===== src/rtl/nios2_oci_dct_capture_if.sv =====
// Trace-frame producer and FIFO-head consumer signals of the DCT capture block.
interface nios2_oci_dct_capture_if #(
  parameter int SLOT_W = 2,
  parameter int SLOTS  = 15,
  parameter int CNT_W  = 4
);
  logic [SLOTS*SLOT_W-1:0]       dct_buffer;
  logic [CNT_W-1:0]              dct_count;
  logic                          dct_valid;
  logic [CNT_W+SLOTS*SLOT_W-1:0] out_data;
  logic                          out_valid;
  logic                          out_ready;

  modport master (
    output dct_buffer, dct_count, dct_valid, out_ready,
    input  out_data, out_valid
  );

  modport slave (
    input  dct_buffer, dct_count, dct_valid, out_ready,
    output out_data, out_valid
  );
endinterface


===== src/rtl/nios2_oci_dct_capture.sv =====
// Captures DCT trace frames into a show-ahead FIFO: 1-cycle push-to-head latency.
// A full FIFO drops and counts frames unless a pop frees a slot on the same edge.
module nios2_oci_dct_capture #(
  parameter int SLOT_W = 2,
  parameter int SLOTS  = 15,
  parameter int CNT_W  = 4,
  parameter int DEPTH  = 16,
  parameter int OVF_W  = 16
) (
  input  logic                      clk,
  input  logic                      reset,
  nios2_oci_dct_capture_if.slave    dct,
  input  logic                      test_ending,
  input  logic                      test_has_ended,
  output logic [$clog2(DEPTH):0]    fill_level,
  output logic [OVF_W-1:0]          overflow_cnt,
  output logic                      range_err,
  output logic                      capture_done
);
  localparam int BUF_W  = SLOTS * SLOT_W;
  localparam int DATA_W = CNT_W + BUF_W;
  localparam int AW     = $clog2(DEPTH);

  typedef enum logic [1:0] {RUN, DRAIN, DONE} state_t;

  state_t            state;
  logic [DATA_W-1:0] mem [DEPTH];
  logic [AW-1:0]     wr_ptr;
  logic [AW-1:0]     rd_ptr;
  logic [CNT_W-1:0]  cnt_clamped;
  logic [BUF_W-1:0]  buf_masked;
  logic              over_range;
  logic              frame_req;
  logic              empty;
  logic              full;
  logic              pop;
  logic              push;
  logic              drop;

  assign over_range  = dct.dct_count > CNT_W'(SLOTS);
  assign cnt_clamped = over_range ? CNT_W'(SLOTS) : dct.dct_count;

  // Slots beyond the valid count are zeroed so stale buffer bits never reach the consumer.
  always_comb begin
    buf_masked = '0;
    for (int i = 0; i < SLOTS; i++) begin
      if (CNT_W'(i) < cnt_clamped) begin
        buf_masked[i*SLOT_W +: SLOT_W] = dct.dct_buffer[i*SLOT_W +: SLOT_W];
      end
    end
  end

  assign empty     = (fill_level == '0);
  assign full      = (fill_level == (AW+1)'(DEPTH));
  assign frame_req = (state == RUN) && dct.dct_valid && (dct.dct_count != '0);
  assign pop       = dct.out_valid && dct.out_ready;
  assign push      = frame_req && (!full || pop);
  assign drop      = frame_req && full && !pop;

  assign dct.out_valid = !empty;
  assign dct.out_data  = mem[rd_ptr];

  always_ff @(posedge clk) begin
    if (push) begin
      mem[wr_ptr] <= {cnt_clamped, buf_masked};
    end
  end

  always_ff @(posedge clk or posedge reset) begin
    if (reset) begin
      wr_ptr       <= '0;
      rd_ptr       <= '0;
      fill_level   <= '0;
      overflow_cnt <= '0;
      range_err    <= 1'b0;
    end else begin
      if (push) wr_ptr <= wr_ptr + AW'(1);
      if (pop)  rd_ptr <= rd_ptr + AW'(1);
      if (push && !pop) begin
        fill_level <= fill_level + (AW+1)'(1);
      end else if (pop && !push) begin
        fill_level <= fill_level - (AW+1)'(1);
      end
      if (drop && (overflow_cnt != '1)) begin
        overflow_cnt <= overflow_cnt + OVF_W'(1);
      end
      if (frame_req && over_range) begin
        range_err <= 1'b1;
      end
    end
  end

  always_ff @(posedge clk or posedge reset) begin
    if (reset) begin
      state        <= RUN;
      capture_done <= 1'b0;
    end else begin
      case (state)
        RUN: begin
          if (test_ending) begin
            if (test_has_ended && empty) begin
              state        <= DONE;
              capture_done <= 1'b1;
            end else begin
              state <= DRAIN;
            end
          end
        end
        DRAIN: begin
          if (empty && test_has_ended) begin
            state        <= DONE;
            capture_done <= 1'b1;
          end
        end
        DONE: begin
          state        <= DONE;
          capture_done <= 1'b1;
        end
        default: begin
          state        <= RUN;
          capture_done <= 1'b0;
        end
      endcase
    end
  end
endmodule


===== src/flat_wrapper.sv =====
// flat-port wrapper written by rule: the top's interface ports become plain ports
module nios2_oci_dct_capture_flat 
#(
  parameter int SLOT_W = 2,
  parameter int SLOTS  = 15,
  parameter int CNT_W  = 4,
  parameter int DEPTH  = 16,
  parameter int OVF_W  = 16
)
  (clk, reset, test_ending, test_has_ended, fill_level, overflow_cnt, range_err, capture_done, dct_dct_buffer, dct_dct_count, dct_dct_valid, dct_out_ready, dct_out_data, dct_out_valid);
  nios2_oci_dct_capture_if #(.SLOT_W(SLOT_W), .SLOTS(SLOTS), .CNT_W(CNT_W)) dct_i ();
  input  logic clk;
  input  logic reset;
  input  logic test_ending;
  input  logic test_has_ended;
  output logic [$clog2(DEPTH):0] fill_level;
  output logic [OVF_W-1:0] overflow_cnt;
  output logic range_err;
  output logic capture_done;
  input wire logic [$bits(dct_i.dct_buffer)-1:0] dct_dct_buffer;
  input wire logic [$bits(dct_i.dct_count)-1:0] dct_dct_count;
  input wire logic [$bits(dct_i.dct_valid)-1:0] dct_dct_valid;
  input wire logic [$bits(dct_i.out_ready)-1:0] dct_out_ready;
  output wire logic [$bits(dct_i.out_data)-1:0] dct_out_data;
  output wire logic [$bits(dct_i.out_valid)-1:0] dct_out_valid;
  assign dct_i.dct_buffer = dct_dct_buffer;
  assign dct_i.dct_count = dct_dct_count;
  assign dct_i.dct_valid = dct_dct_valid;
  assign dct_i.out_ready = dct_out_ready;
  assign dct_out_data = dct_i.out_data;
  assign dct_out_valid = dct_i.out_valid;
  nios2_oci_dct_capture #(.SLOT_W(SLOT_W), .SLOTS(SLOTS), .CNT_W(CNT_W), .DEPTH(DEPTH), .OVF_W(OVF_W)) u_core (.clk(clk), .reset(reset), .dct(dct_i), .test_ending(test_ending), .test_has_ended(test_has_ended), .fill_level(fill_level), .overflow_cnt(overflow_cnt), .range_err(range_err), .capture_done(capture_done));
endmodule

===== config.mk =====
export PLATFORM = sky130hd
export DESIGN_NAME = nios2_oci_dct_capture_flat
export DESIGN_NICKNAME = d
export VERILOG_FILES = /design/src/rtl/nios2_oci_dct_capture_if.sv /design/src/rtl/nios2_oci_dct_capture.sv /design/src/flat_wrapper.sv
export SDC_FILE = /design/constraint.sdc
export NUM_CORES = 1
export LEC_CHECK = 0
export ABC_AREA = 1
export BUFFER_PORTS_ARGS = -buffer_cell sky130_fd_sc_hd__buf_2
export CORE_UTILIZATION = 45
export CTS_CLUSTER_SIZE = 24
export DETAILED_ROUTE_END_ITERATION = 10
export SYNTH_ARGS = -nofsm -noshare
export SYNTH_HDL_FRONTEND = slang
export SYNTH_SLANG_ARGS = --single-unit

===== constraint.sdc =====
create_clock -name clk -period 5.6 [get_ports clk]
set_input_delay 0.28 -clock clk [delete_from_list [all_inputs] [get_ports clk]]
set_output_delay 0.28 -clock clk [all_outputs]
set_load 0.05 [all_outputs]

Word level (Yosys, flattened, before mapping)
Memory sizes are Yosys's and may differ from the RTL's. Index checks and enable logic that the tools add are counted. W data, S select, Z words.

Add/subtract/negate cells: 5. Multiply operators: 0. Div/mod/pow operators: 0. $lt $le $gt $ge: 16. Eq/ne operators: 6. Shifts and indexed selects: 0. Multiplexer cells: 27. Bitwise logic cells: 0. Reductions and logical operators: 21.

Operators with widths (number): $mux W2 (18); $lt A4 B4 Y1 const A (7); $add A16 B1 Y16 const B (1); $lt A3 B4 Y1 const A (4); $ne A16 B16 Y1 const B (1); $logic_and A1 B1 Y1 (11); $mux W5 (2); $add A4 B1 Y4 const B (2); $lt A1 B4 Y1 const A (2); $lt A2 B4 Y1 const A (2); $pmux W2 S3 (1); $add A5 B1 Y5 const B (1); $eq A5 B5 Y1 const B (1); $logic_not A5 Y1 (1); $sub A5 B1 Y5 const B (1); $gt A4 B4 Y1 const B (1); $logic_not A1 Y1 (4); $mux W1 (4); $mux W4 (1); $reduce_bool A4 Y1 (1); $pmux W1 S3 (1); $eq A2 B1 Y1 const B (1); $eq A2 B2 Y1 const B (1); $logic_not A2 Y1 (1); 5 further kinds (5).

Flip-flop bits (word level): 33. Latch bits: 0. RAM bits: 544. ROM bits: 0. Input bits: 40. Output and inout bits: 58. Logic and storage cells: 83. Memories kept: 1.

Memory list: u_core.mem (words 16, bits a word 34, rd ports 1, clocked after memory_dff 0, wr ports 1, line nios2_oci_dct_capture.sv:27) `logic [DATA_W-1:0] mem [DEPTH];`.

Longest topological paths before layout
Depth after elaboration: 9. Mapped depth: 17. Depth with buffers taken out: 16.

Worst setup path before layout
OpenSTA, ideal clock, no wires.

Path kind: register -> register. Start point: register u_core.fill_level[0]. End point: memory u_core.mem[8][0] (netlist name), enable pin. Setup time: 468 ps. Arrival: 3588 ps. Setup slack: 1544 ps. Cell stages (with the launch flop): 6. Path buffers: 1. Path through: dfrtp_1 -> nor2_1 -> nand4_1 -> nand2_2 -> buf_2 -> nor3_1.

Longest elaborated chain between the ends: 7. Elaborated cells on any way between the ends: 9. Classes of those cells: eq/ne: 1; mux: 2; reduce/logical: 6.

Ends and longest elaborated chain: start: declaration (line nios2_oci_dct_capture.sv:15) `output logic [$clog2(DEPTH):0] fill_level,`; start signal: assignment (line nios2_oci_dct_capture.sv:80) `fill_level <= fill_level + (AW+1)'(1);`; start signal: assignment (line nios2_oci_dct_capture.sv:82) `fill_level <= fill_level - (AW+1)'(1);`; $logic_not A5 Y1 (line nios2_oci_dct_capture.sv:53) `assign empty = (fill_level == '0);`; $logic_not A1 Y1 (line nios2_oci_dct_capture.sv:60) `assign dct.out_valid = !empty;`; $logic_and A1 B1 Y1 (line nios2_oci_dct_capture.sv:56) `assign pop = dct.out_valid && dct.out_ready;`; $logic_or A1 B1 Y1 * (line nios2_oci_dct_capture.sv:57) `assign push = frame_req && (!full || pop);`; $logic_and A1 B1 Y1 * (line nios2_oci_dct_capture.sv:57); $mux W1 * (line nios2_oci_dct_capture.sv:64) `if (push) begin`; $mux W1 (implied by the code) * (line nios2_oci_dct_capture.sv:65) `mem[wr_ptr] <= {cnt_clamped, buf_masked};`; end: declaration (line nios2_oci_dct_capture.sv:27).

Every way passes the cells marked *; elsewhere a longest branch is shown, timed or not.

Worst setup path after layout
Start point: register u_core.rd_ptr[1]. End point: output port dct_out_data[33].

Longest elaborated chain between the ends: 1.

Ends and longest elaborated chain: start: declaration (line nios2_oci_dct_capture.sv:29) `logic [AW-1:0] rd_ptr;`; start signal: assignment (line nios2_oci_dct_capture.sv:78) `if (pop) rd_ptr <= rd_ptr + AW'(1);`; $mem_v2 Z16 W34; end: declaration (line flat_wrapper.sv:24) `output wire logic [$bits(dct_i.out_data)-1:0] dct_out_data;`.

No other way between the ends.

==> impl_metrics.yaml <==
synthesis:
  synth.avg_cell_area_um2: 11.81
  yosysUniqueCellTypes: 30
  synthCells: 2077
  ys_seq_area_share_pct: 69.84
  syn-num-nets: 2131
  ys_warn_count: 0
  ys_seq_elements: 576
  syn_area_um2: 24540
layout:
  layout-drive-gt1-share_pct: 11.49
  postLayoutCoreUtil_pct: 51.01
  fill_cells: 4706
  area_delta_synth_final_pct: 11.88
  fin_nets: 2217
sta:
  fin_skew_ns: 0.01257
  setup_viol: 0
  tns_ns: 0
  rsz0062_at_grt: "false"
  hold_viol: 0
  slew_violations: 0
  max_clock_freq_mhz: 273.6
  post-route-period-util_pct: 65.26
  worst_pin_slew_ns: 1.192
  fin_crit_ns: 3.655
  slew-limit-headroom_pct: 20.53
setup_path:
  r2r_setup_slack_ns: 2.54
  r2r_cells: 9
  worstPathMaxFanout: 59
  timing.rr.start: "u_core.state[1]$_DFFE_PP0P_"
  required_ns: 5.32
  path_class: "register to primary output"
  arrival_ns: 3.37
  crit_path_end: "dct_out_data[33]"
  crit-reg2reg-capture: "u_core.mem[11][16]$_DFFE_PP_"
  cp-start-kind: "register"
  cp-startpoint: "u_core.rd_ptr[1]$_DFFE_PP0N_"
  end_kind: "primary output"
clock_tree:
  cts-hold-fix-buffers: 2
  numCtsBuffers: 58
  clk_pin_slew_ns: 0.06
  cts_setup_buffers: 0
  tritoncts: "yes"
  cts.path.max_buffers: 3
  cts_max_level: 2
  cts_root_buffer: "clkbuf_16"
  cts_resized: 0
  cts_num_sinks: 576
  insertion_delay_ns: 0.61
detailed_routing:
  routed_wl_um: 57480
  drc: 0
  vias: 15390
  drtIter0Drc: 1553
  ant_nets: 0
  firstDrtPassIters: 5
  via_per_inst: 5.290
  wl_per_cell_um: 19.76
floorplanning:
  die_y_um: 235.5
  die_w_um: 235.5
  fp-row-count: 85
  boundaryPins: 98
  fp.dieArea_um2: 55470
  placeableCoreArea_um2: 53810
  start_util_pct: 45.60
flow_run:
  drv_cap: 0
global_routing:
  antenna_found_initial: 3
  grt_first_pass_wirelength_um: 87770
  grt_pass1_vias: 14620
  grt.overflow.total: 0
  grt_max_degree: 175
  grt_use_met3_pct: 2.908
  gr-usage-met1_pct: 29.09
  grt_use_met2_pct: 33.75
  grt_usage_pct: 20.84
  busiest_layer: "met2"
power_and_ir_drop:
  power.share.sequential_pct: 38.5
  swShare_pct: 39.90
  pwr-share-clk_pct: 25.8
  power_frac_comb_pct: 35.7
  switching_power_mw: 5.499
  vdd_ir_drop_max_uv: 350.9
  power_density_nw_per_um2: 502.0
  intPower_mw: 8.282
  power_leakage_nw: 10.59
worst_hold_path:
  min_path_type: "input port to register"
place:
  dp_hpwl_um: 31440
  port_buffers: 96
  routabilityCongestion: 0.7733
status:
  run_status: "finished, final reports clean"
[sequential cells by signal, indices dropped and copies added (netlist names)]
| name | count |
|---|---|
| u_core.capture_done | 1 |
| u_core.fill_level | 5 |
| u_core.overflow_cnt | 16 |
| u_core.mem | 544 |
| u_core.rd_ptr | 4 |
| u_core.state | 2 |
| u_core.wr_ptr | 4 |
[power groups by stage]
stage | combinational [mW] | sequential (mW) | clock (mW)
final | 4.92 | 5.31 | 3.56
after global placement | 4.90 | 5.39 | 0
after CTS | 4.98 | 5.31 | 3.63
after global routing | 5.39 | 5.34 | 3.79
after detailed placement | 4.96 | 5.40 | 0
after floorplan | 3.87 | 5.30 | 0
[area by class of cell]
class                           count  area (um2)  share of cell area, %
Multi-Input combinational cell   1047        5524                  20.12
Clock buffer                       77        1543                  5.620
Inverter                          336        1261                  4.594
Clock inverter                     31       191.4                 0.6973
Antenna cell                        2       5.005                0.01823
Timing Repair Buffer              144       908.4                  3.309
Tap cell                          696       870.8                  3.172
Sequential cell                   576       17150                  62.47
[cell families after synthesis]
| group | share of synthesized area, % |
|---|---|
| simple gates | 11.02 |
| xor+xnor | 0.5711 |
| fa+ha+maj | 0.7445 |
| other cells | 0.01528 |
| buf+inv | 7.996 |
| compound gates | 9.811 |
| flops | 69.84 |
[cell usage in the layout (no fill, tap or decap), types with 3 or more instances in the layout]
cell	count
ha_1	13
clkinv_2	12
clkbuf_1	17
a21boi_0	4
nand3_1	221
clkinvlp_4	3
o21ai_1	4
o21ai_0	102
clkinv_1	12
a21oi_1	99
edfxtp_1	544
nor3_2	14
o211ai_1	179
buf_12	5
xnor2_1	4
xor2_1	12
nor2_1	42
nand2_1	328
buf_2	96
buf_4	41
nor3b_1	6
nand4_1	5
dfrtp_4	3
nor2_2	5
dfrtp_1	28
clkbuf_16	58
inv_1	330
inv_2	6
[cell usage after synthesis (all sizes together)]
cell type | n | share of area [%]
xnor2 | 4 | 0.14
edfxtp | 544 | 67
nand3 | 221 | 4.5
nor3b | 6 | 0.18
clkinv | 3 | 0.046
a21oi | 99 | 2.0
dfrtp | 32 | 3.3
a21o | 1 | 0.031
conb | 1 | 0.015
o21ai | 106 | 2.2
nand3b | 1 | 0.031
ha | 13 | 0.66
a21boi | 4 | 0.12
buf | 87 | 2.4
nor3 | 15 | 0.31
o211ai | 179 | 5.5
fa | 1 | 0.082
nand2 | 330 | 5.1
nor2 | 49 | 0.80
nand4 | 5 | 0.13
clkbuf | 31 | 0.47
inv | 333 | 5.1
xor2 | 12 | 0.43
[critical path, stage by stage, from the launching register on]
cell and delay [ns]:
dfrtp_4 0.74, inv_2 0.60, buf_4 0.50, o211ai_1 0.16
nand3_1 0.11, nand3_1 0.09, nand2_1 0.25, buf_2 0.31
[stage by stage]
step / area [um2] / hold slack (ns) / std cells / setup slack, ns / total power [mW]
3_5_place_dp: 25690 / 0.3979 / 2797 / 2.363 / 10.36
3_3_place_gp: 25690 / 0.3925 / 2797 / 2.513 / 10.29
5_1_grt: 27450 / 0.05520 / 2907 / 1.826 / 14.53
2_1_floorplan: 24540 / 0.3789 / 2077 / 1.544 / 9.167
6_report: 27450 / 0.03995 / 2909 / 1.945 / 13.78
4_1_cts: 27450 / 0.01106 / 2907 / 1.882 / 13.92
[worst min path at each step]
stage | start | endpoint | slack (ns) | cells past startpoint
2_1_floorplan | dct_dct_count[0] | u_core.mem[0][30]$_DFFE_PP_ | 0.38 | 0
3_3_place_gp | reset | u_core.overflow_cnt[7]$_DFFE_PP0P_ | 0.39 | 3
3_5_place_dp | reset | u_core.overflow_cnt[7]$_DFFE_PP0P_ | 0.40 | 3
4_1_cts | test_has_ended | u_core.state[0]$_DFFE_PP0P_ | 0.01 | 4
5_1_grt | test_has_ended | u_core.state[0]$_DFFE_PP0P_ | 0.06 | 4
6_report | test_has_ended | u_core.state[0]$_DFFE_PP0P_ | 0.04 | 4
[routing by layer]
metal,vias to the layer above,routed length (um),share of wire (%)
met2,407,27250,47
li1,7414,-,-
met1,7476,25870,45
met5,-,13,0.023
met3,91,2830,4.9
met4,2,1512,2.6
Power figures use the tool's default switching activity.
